===== config.mk =====
export PLATFORM = sky130hd
export DESIGN_NAME = sprite_ram_arbiter
export DESIGN_NICKNAME = d
export VERILOG_FILES = /design/src/rtl/sprite_ram_arbiter.sv
export SDC_FILE = /design/constraint.sdc
export NUM_CORES = 1
export LEC_CHECK = 0
export CORE_UTILIZATION = 34
export DETAILED_ROUTE_END_ITERATION = 12
export PLACE_DENSITY = 0.93
export SETUP_SLACK_MARGIN = 0.15
export SYNTH_ARGS = -nofsm -noshare
export SYNTH_HDL_FRONTEND = slang
export SYNTH_SLANG_ARGS = --single-unit

===== constraint.sdc =====
create_clock -name Clk -period 6.12 [get_ports Clk]
set_input_delay 1.224 -clock Clk [delete_from_list [all_inputs] [get_ports Clk]]
set_output_delay 1.224 -clock Clk [all_outputs]
set_load 0.005 [all_outputs]

===== src/rtl/sprite_ram_arbiter.sv =====
// sprite_ram_arbiter: shares one sprite frame RAM between a VGA read path (A) and a game-logic read/write path (B)
// Ports: Clk, Reset_n (async active-low); a_* read request/ack/response; b_* read-write request/ack/response;
// ram_* drive a single-write, registered-read (1-cycle latency) RAM. Define SPRITE_MIRROR_EN to add a_flip/b_flip.
module sprite_ram_arbiter #(
  parameter int SPR_W = 48,
  parameter int SPR_H = 44,
  parameter int N_FRAMES = 1,
  parameter int ADDR_W = 19,
  parameter int DATA_W = 5,
  parameter int STARVE_MAX = 4,
  parameter logic [DATA_W-1:0] TRANSP_IDX = '0
) (
  input  logic              Clk,
  input  logic              Reset_n,
  input  logic              a_req,
  input  logic [2:0]        a_frame,
  input  logic [5:0]        a_x,
  input  logic [5:0]        a_y,
`ifdef SPRITE_MIRROR_EN
  input  logic              a_flip,
  input  logic              b_flip,
`endif
  output logic              a_ack,
  output logic              a_rsp_valid,
  output logic [DATA_W-1:0] a_rsp_data,
  output logic              a_rsp_err,
  input  logic              b_req,
  input  logic              b_we,
  input  logic [2:0]        b_frame,
  input  logic [5:0]        b_x,
  input  logic [5:0]        b_y,
  input  logic [DATA_W-1:0] b_wdata,
  output logic              b_ack,
  output logic              b_rsp_valid,
  output logic [DATA_W-1:0] b_rsp_data,
  output logic              b_rsp_err,
  output logic [ADDR_W-1:0] ram_read_address,
  output logic [ADDR_W-1:0] ram_write_address,
  output logic              ram_we,
  output logic [DATA_W-1:0] ram_data_in,
  input  logic [DATA_W-1:0] ram_data_out
);
  localparam int SW = $clog2(STARVE_MAX + 1);
  localparam logic [ADDR_W-1:0] FRAME_SZ = ADDR_W'(SPR_W * SPR_H);
  localparam logic [ADDR_W-1:0] ROW_SZ = ADDR_W'(SPR_W);
  localparam logic [ADDR_W-1:0] X_MAX = ADDR_W'(SPR_W - 1);
  logic [SW-1:0] starve_cnt;
  logic pend, owner_b, oor;
  logic b_win, rd, wr, in_range;
  logic [2:0] f;
  logic [5:0] x, y;
  logic [ADDR_W-1:0] xe, addr;
  always_comb begin
    b_win = b_req && (!a_req || starve_cnt == SW'(STARVE_MAX));
    a_ack = Reset_n && a_req && !b_win;
    b_ack = Reset_n && b_win;
    f = b_win ? b_frame : a_frame;
    x = b_win ? b_x : a_x;
    y = b_win ? b_y : a_y;
`ifdef SPRITE_MIRROR_EN
    // mirroring only remaps the address; the range check still sees the raw x
    xe = (b_win ? b_flip : a_flip) ? X_MAX - ADDR_W'(x) : ADDR_W'(x);
`else
    xe = ADDR_W'(x);
`endif
    in_range = ({26'd0, x} < SPR_W) && ({26'd0, y} < SPR_H) && ({29'd0, f} < N_FRAMES);
    addr = ADDR_W'(f) * FRAME_SZ + ADDR_W'(y) * ROW_SZ + xe;
    rd = a_ack || (b_ack && !b_we);
    wr = b_ack && b_we;
    ram_read_address = (rd && in_range) ? addr : '0;
    ram_we = wr && in_range;
    ram_write_address = ram_we ? addr : '0;
    ram_data_in = ram_we ? b_wdata : '0;
  end
  // one response slot suffices: every grant answers exactly one cycle later
  always_ff @(posedge Clk or negedge Reset_n) begin
    if (!Reset_n) begin
      pend <= 1'b0;
      owner_b <= 1'b0;
      oor <= 1'b0;
      starve_cnt <= '0;
    end else begin
      pend <= rd || (wr && !in_range);
      owner_b <= b_ack;
      oor <= !in_range;
      starve_cnt <= (b_req && !b_ack) ? (starve_cnt == SW'(STARVE_MAX) ? starve_cnt : starve_cnt + 1'b1) : '0;
    end
  end
  always_comb begin
    a_rsp_valid = pend && !owner_b;
    b_rsp_valid = pend && owner_b;
    a_rsp_err = a_rsp_valid && oor;
    b_rsp_err = b_rsp_valid && oor;
    a_rsp_data = !a_rsp_valid ? '0 : oor ? TRANSP_IDX : ram_data_out;
    b_rsp_data = !b_rsp_valid ? '0 : oor ? TRANSP_IDX : ram_data_out;
  end
endmodule


Word level (Yosys, flattened, before mapping)
Index checks and enable logic that the tools add are counted.

storage, ports and cells
  bits in registers = 6
  input port bits = 45

cells by class
  $add $sub $neg = 3
  equality and inequality tests = 2
  reductions and logical operators = 25
  magnitude comparators = 3
  multiplexer cells = 11
  $mul = 2

operators by type and width
  cell                                                count
  2-to-1 mux 17 bit                                   2
  2-to-1 mux 5 bit                                    4
  adder 16 x 6 -> 17 bit                              1
  adder 15 x 12 -> 16 bit                             1
  logical AND 1 bit                                   16
  < comparator 6 bit, second input constant           2
  2-to-1 mux 6 bit                                    2
  multiplier 3 x 6 -> 9 bit, second input constant    1
  2-to-1 mux 3 bit                                    3
  multiplier 6 x 2 -> 8 bit, second input constant    1
  logical NOT 1 bit                                   6
  adder 3 x 1 -> 3 bit, second input constant         1
  == test 3 bit, second input constant                1
  logical OR 1 bit                                    3
  < comparator 3 x 1 -> 1 bit, second input constant  1
  inequality test 2 bit, second input constant        1

Depth between registers and ports, before layout
Gate-level depths: netlist (run 1).

  depth after elaboration = 10
  mapped depth = 16

Worst setup path before layout (run 1)
OpenSTA, ideal clock, no wires.

  path kind = input to output
  from = input port a_req
  to = output port ram_read_address[11]
  arrival = 4,208 ps
  data required time = 4,896 ps
  buffers on the path = 1
  cell stages on the path = 12
  setup slack = 688 ps
  cell sequence = a21bo_4 > nand2_4 > buf_2 > mux2_2 > ha_1 > fa_1 > a21o_1 > a21o_1 > a21o_1 > ha_1 > or3_1 > a21oi_1

between the ends
  cells in the longest elaborated chain, start to end = 9

RTL lines
  what                                                            line  source
  start, declared                                                 15    input logic a_req,
  branches (longest 8 deep; another with adder 16 x 6 -> 17 bit)  --
  2-to-1 mux 17 bit (*)                                           70    ram_read_address = (rd && in_range) ? addr : '0;
  end, declared                                                   37    output logic [ADDR_W-1:0] ram_read_address,

Mark *: on every way between the ends.

Final worst setup path (run 1)
  from = input port a_req
  to = output port ram_write_address[9]

between the ends
  cells in the longest elaborated chain, start to end = 9

RTL lines
  what                                                            line  source
  logical NOT 1 bit (*)                                           54    b_win = b_req && (!a_req || starve_cnt == SW'(STARVE_MAX));
  logical OR 1 bit (*)                                            54
  logical AND 1 bit (*)                                           54
  branches (longest 5 deep; another with adder 16 x 6 -> 17 bit)  --
  2-to-1 mux 17 bit (*)                                           72    ram_write_address = ram_we ? addr : '0;
  end, declared                                                   38    output logic [ADDR_W-1:0] ram_write_address,

Marked as above.

==> results by group, run 1 <==
Run status
  • Status: completed

Critical path
  • Reg2Reg Launch Point: starve_cnt[0]$_DFFE_PN0P_
  • Setup crit end kind: primary output
  • Reg2Reg Depth: 10
  • Critical path cell sequence: dlymetal6s2s_1, a21bo_4, nand2_4, buf_4, mux2_4, ha_1, a21o_1, a21oi_2, xnor2_2, buf_4, ha_1, nand2_1, o21ai_2, buf_4, xnor2_1, nor2_1, clkdlybuf4s50_1
  • Critical path arrival: 4400 ps
  • R2r setup slk: 3660 ps
  • Worst reg2reg endpoint: pend$_DFF_PN0_
  • Crit Path Category: input port to primary output
  • Most frequent CP cell: buf_4
  • CP max stage cell: clkdlybuf4s50_1
  • Critical path's largest stage delay: 510 ps
  • Crit-path max FO: 4
  • Startpoint types: input port
  • Req. time, crit path: 4900 ps

STA
  • Hold WS: 579 ps
  • Tmin final: 5620 ps
  • Max Fclk: 178 MHz
  • Clock Skew: 1.27 ps
  • Final setup viols: 0
  • Slew at the pin closest to its max-slew limit: 886 ps
  • Final worst setup slack: 497 ps
  • Final hold vios: 0
  • Period utilization: 0.919
  • Max-slew violations: 0
  • Slew HR: 0.394
  • RSZ-0062 raised after global routing: no

Min path
  • Hold Path End: starve_cnt[1]$_DFFE_PN0P_
  • Worst Hold Class: flop to flop
  • Hold path depth: 2
  • HP Start: starve_cnt[1]$_DFFE_PN0P_

Detailed routing
  • Remaining antenna violation count: 0
  • Vias/cell: 4.81
  • Routed WL: 4190 um
  • Iteration-0 DRC Markers: 37
  • Drt first pass iters: 6
  • Routed vias: 1593
  • Wire length per cell: 12.7 um
  • DRC viols: 0

Clocking
  • Max Root-Sink Buffers: 2
  • Htree depth: 1
  • CTS tree: built
  • Latest clock arrival within the worst-skew pair: 220 ps
  • Hold-fix buffers, CTS: 0
  • CTS sink cnt: 6
  • Clock root cell: clkbuf_8
  • CTS Buf Count: 3
  • CTS clk-pin slew, worst paths: 40 ps

Synthesis
  • Ys async rst share: 1.00
  • Mux cell area share after synthesis: 0.142
  • Netlist Area Pre-Place: 1310 um^2
  • Unique masters post-synth: 34
  • Post-Syn Instances: 175
  • Yosys top cell by area: ha_1
  • Adder-Cell Fraction of Synth Area: 0.183
  • Post-Synth Simple-Gate Area: 0.243
  • Post-synth EDFFs: 0
  • Area contributors post-synth: ha_1 15%, dfrtp_1 11%, nor2_1 11%
  • Synth Area in Compound Gates: 0.133
  • Avg Inst Size Synth: 7.49 um^2
  • Largest family of logic cells by synthesized area: simple AND/OR/NAND/NOR gates
  • Yosys top cell area share: 0.153
  • Sequential fraction of the synthesis area: 0.115
  • Main synth FF type: dfrtp_1
  • Yosys warns: 0
  • Number of synthesized register bits: 6
  • Post-synthesis xor/xnor area fraction: 0.0735

Power and ir drop
  • Leak: 1.18 nW
  • Power per standard cell area: 145 nW/um^2
  • Max VDD drop: 0.000101 V
  • Sw frac: 0.379
  • Psw: 137 uW
  • Flop pwr share: 0.126
  • Clock Power Share: 0.164
  • Combinational share of power: 0.710
  • Pint: 224 uW

Die
  • I/O Pins: 105
  • Initial core utilization: 0.355
  • Core Box Area: 3690 um^2
  • Die height: 64.1 um
  • Chip width: 64.1 um
  • Die footprint: 4100 um^2
  • Row count: 22

Placed design
  • Global placement routability congestion: 0.971
  • Pre-CTS setup slack: -128 ps
  • I/O Buffers: 92
  • HPWL after detailed placement: 3360 um

Global route
  • GRT overflow: 0
  • Met2 usage: 0.428
  • GR peak layer: met2
  • Met3 GRT Util: 0.0411
  • Antenna violations before repair: 0
  • GRT Resource Usage Total: 0.212
  • Met1 usage: 0.217
  • First-pass GRT wire length: 6820 um
  • Number of global-route vias before repair: 1560
  • Largest net degree at the start of global routing: 15

Job
  • Number of max-cap violations: 0

Finish
  • Area growth syn-to-layout: 90.2%
  • Final net count: 348
  • Fraction of layout cells with a size suffix above 1: 0.177
  • Antenna Diode Count: 0
state kept, by name, indices dropped and copies added, names as in the netlist:
signal	count
owner_b	1
pend	1
starve_cnt	3
oor	1
what timing repair did:
action                                  CTS  global route
gates resized for setup                  17            11
buffers inserted                          2             1
pin swaps                                 4             5
endpoints found under the setup margin    8             9
Yosys cell counts, types with 2 or more instances:
library cell,number
a2111oi_0,2
a21o_1,5
a21oi_1,10
and2_1,5
and3_1,2
buf_2,2
buf_4,12
dfrtp_1,6
fa_1,2
ha_1,16
inv_1,10
mux2_2,11
mux2i_1,4
nand2_1,14
nand2b_1,4
nand3_1,3
nor2_1,39
o21ai_0,3
xnor2_1,7
xor2_1,4
final cells by class:
class,count,area [um^2]
clock buffers,3,41.3
repair buffers,109,1050
fillers,313,1200
well taps,48,60.1
inverters,10,37.5
flip-flops and latches,6,150
multi-input cells,155,1150
layout by cell type, fill, tap and decap left out, types with 5 or more instances in the layout:
cell / netlist / routed
mux2_2: 11 / 9
nand2_1: 14 / 14
nor2_1: 39 / 39
buf_4: 12 / 17
a21oi_1: 10 / 5
dfrtp_1: 6 / 6
ha_1: 16 / 13
dlygate4sd2_1: 0 / 5
xnor2_1: 7 / 6
conb_1: 1 / 12
a21o_1: 5 / 5
clkdlybuf4s50_1: 0 / 83
a21oi_2: 0 / 5
and2_1: 5 / 5
inv_1: 10 / 10
metrics by stage:
stage	instance area (um^2)	total power, mW	std cells	util	TNS, ps
after floorplan	1350	0.174	186	-	0
after global placement	2330	0.254	325	0.633	-105
after detailed placement	2330	0.258	325	0.633	-503
after CTS	2430	0.340	330	0.659	0
after global routing	2490	0.388	331	0.675	0
final	2490	0.361	331	0.675	0
worst max path at each step:
| stage | slack, ps | cells past startpoint | endpoint | start |
|---|---|---|---|---|
| after floorplan | 690 | 12 | ram_read_address[11] | a_req |
| after global placement | -60 | 13 | ram_read_address[11] | a_req |
| after detailed placement | -130 | 13 | ram_read_address[11] | a_req |
| after CTS | 110 | 15 | ram_write_address[10] | a_req |
| after global routing | 290 | 17 | ram_write_address[11] | a_req |
| final | 500 | 17 | ram_write_address[9] | a_req |
power by group through the flow:
stage	Combinational (mW)	Clock [mW]	Sequential (mW)
floorplan	0.128	0	0.0455
global placement	0.208	0	0.0458
detailed placement	0.212	0	0.0460
CTS	0.234	0.0599	0.0455
global route	0.281	0.0615	0.0461
finish	0.256	0.0590	0.0455
cells by family (layout without fill, tap and decap cells):
group,Yosys count,count (layout)
XOR/XNOR,11,11
flip-flops,6,6
other,1,12
multiplexers,16,16
adder cells (fa/ha/maj),18,18
AO/OA/AOI/OAI,26,26
buffers and inverters,25,122
AND/OR/NAND/NOR,72,72
critical path: cells and delay by family:
family	cells	cell delay [ps]
and+or+nand+nor	3	270
xor gates and xnor gates	2	250
muxes	1	320
AOI/OAI and AO/OA	4	700
buffers and inverters	5	1070
adders and majority gates	2	570
layer usage:
layer  share of wire  vias to the layer above
met5               0                        -
met4          0.0072                        0
met3           0.062                        6
met2            0.55                       73
met1            0.38                      738
li1                -                      776
Power figures use the tool's default switching activity.
==> run 2, diff against run 1 <==
Settings changed: CTS_BUF_LIST set to sky130_fd_sc_hd__clkbuf_16.
==> run 2 against run 1 <==
Against the previous run: utilization rose by 0.92 points; register-to-register slack barely moved; non-clock buffer count did not move.
==> results by group, run 2 (synthesis results as in run 1) <==
Run status
  • Status: completed

Global route
  • Met3 GRT Util: 0.0357
  • GRT overflow: 0
  • Antenna violations before repair: 0
  • GRT Resource Usage Total: 0.214
  • GR peak layer: met2
  • Met2 usage: 0.432
  • Number of global-route vias before repair: 1577
  • Met1 usage: 0.222
  • Largest net degree at the start of global routing: 15
  • First-pass GRT wire length: 6910 um

Placed design
  • DP Area: 2330 um^2
  • Global placement routability congestion: 0.971
  • HPWL after detailed placement: 3360 um
  • I/O Buffers: 92

Detailed routing
  • Drt first pass iters: 6
  • Remaining antenna violation count: 0
  • Routed vias: 1600
  • Wire length per cell: 12.8 um
  • Vias/cell: 4.83
  • Routed WL: 4250 um
  • DRC viols: 0
  • Iteration-0 DRC Markers: 63

STA
  • Slew HR: 0.394
  • Max Fclk: 178 MHz
  • Tmin final: 5620 ps
  • Slew at the pin closest to its max-slew limit: 887 ps
  • Final hold vios: 0
  • Setup TNS: 0 ps
  • Final setup viols: 0
  • Max-slew violations: 0
  • Clock Skew: 1.09 ps
  • RSZ-0062 raised after global routing: no
  • Period utilization: 0.919

Min path
  • Hold path depth: 2
  • Hold Path End: starve_cnt[1]$_DFFE_PN0P_
  • Worst Hold Class: flop to flop
  • HP Start: starve_cnt[1]$_DFFE_PN0P_

Critical path
  • Reg2Reg Launch Point: starve_cnt[0]$_DFFE_PN0P_
  • Reg2Reg Depth: 11
  • Setup crit end kind: primary output
  • Crit Path Category: input port to primary output
  • Crit-path max FO: 4
  • Critical path arrival: 4400 ps
  • Worst reg2reg endpoint: pend$_DFF_PN0_
  • Startpoint types: input port
  • R2r setup slk: 3650 ps
  • Req. time, crit path: 4900 ps

Finish
  • Area of the multi-input gates: 1150 um^2
  • Final net count: 348
  • Finished layout cell area: 2520 um^2
  • Most flop-heavy register: starve_cnt
  • Max FFs per register: 3
  • Register area: 150 um^2
  • Area growth syn-to-layout: 92.7%
  • Most common cell after layout, fill and taps aside: clkdlybuf4s50_1
  • Most frequent cells in the layout: 83 x clkdlybuf4s50_1, 39 x nor2_1, 17 x buf_4
  • Antenna Diode Count: 0
  • Post-layout util: 0.685
  • Fraction of layout cells with a size suffix above 1: 0.177
  • Fill cells: 303

Power and ir drop
  • Power per standard cell area: 161 nW/um^2
  • Leak: 1.20 nW
  • Max VDD drop: 0.000107 V
  • Overall power: 407 uW

Clocking
  • CTS tree: built
  • CTS Buf Count: 3
  • CTS clk-pin slew, worst paths: 30 ps
  • Clock root cell: clkbuf_16
  • Htree depth: 1
  • Latest clock arrival within the worst-skew pair: 230 ps
  • CTS sink cnt: 6
  • Hold-fix buffers, CTS: 0
  • Max Root-Sink Buffers: 2

Die
  • Die footprint: 4100 um^2
  • Core Box Area: 3690 um^2
  • Die height: 64.1 um
  • I/O Pins: 105
  • Row count: 22
  • Initial core utilization: 0.355
  • Chip width: 64.1 um

Job
  • Number of max-cap violations: 0
==> run 2: cell counts in the layout (fill, tap and decap cells not counted) <==
Identical to the previous run, type by type.
==> run 2: layout make-up <==
cell class / instances / area share
Tap cell: 48 / 0.0238
Timing Repair Buffer: 109 / 0.417
Inverter: 10 / 0.0149
Clock buffer: 3 / 0.0297
Multi-Input combinational cell: 155 / 0.455
Sequential cell: 6 / 0.0595
==> run 2: worst max-delay path, cell delays in order <==
cell and delay (ps):
dlymetal6s2s_1 140, a21bo_4 250, nand2_4 80, buf_4 140
mux2_4 320, ha_1 290, a21o_1 200, a21oi_2 180
xnor2_2 110, buf_4 140, ha_1 280, nand2_1 90
o21ai_2 60, buf_4 140, xnor2_1 140, nor2_1 100
clkdlybuf4s50_1 510
==> run 2: worst max-delay path by stage <==
stage,start,to,slack [ps]
final,a_req,ram_write_address[9],500
after global routing,a_req,ram_write_address[11],290
after CTS,a_req,ram_write_address[10],110
after detailed placement,a_req,ram_read_address[11],-130
after global placement,a_req,ram_read_address[11],-60
after floorplan,a_req,ram_read_address[11],690
==> run 2: power by group <==
| part | switching (mW) | internal (mW) | total (mW) |
|---|---|---|---|
| Sequential | 0.00254 | 0.0431 | 0.0456 |
| Clock | 0.0211 | 0.0837 | 0.105 |
| Combinational | 0.118 | 0.139 | 0.257 |
==> run 2: through the flow <==
step	worst slack, ps	std cells	hold slack (ps)
finish	499	331	581
global route	286	331	606
CTS	108	330	581
detailed placement	-128	325	575
global placement	-56.1	325	565
floorplan	688	186	536
==> run 2: timing repair <==
action | CTS | global route
endpoints found under the setup margin | 8 | 9
pin swaps | 4 | 5
cloned | 0 | 0
gates resized for setup | 17 | 11
setup buffers | 2 | 1
==> run 2: layer usage <==
metal	up-vias	routed length, um
met5	-	0
met1	740	1570
met2	77	2380
met3	6	273
li1	777	-
met4	0	27
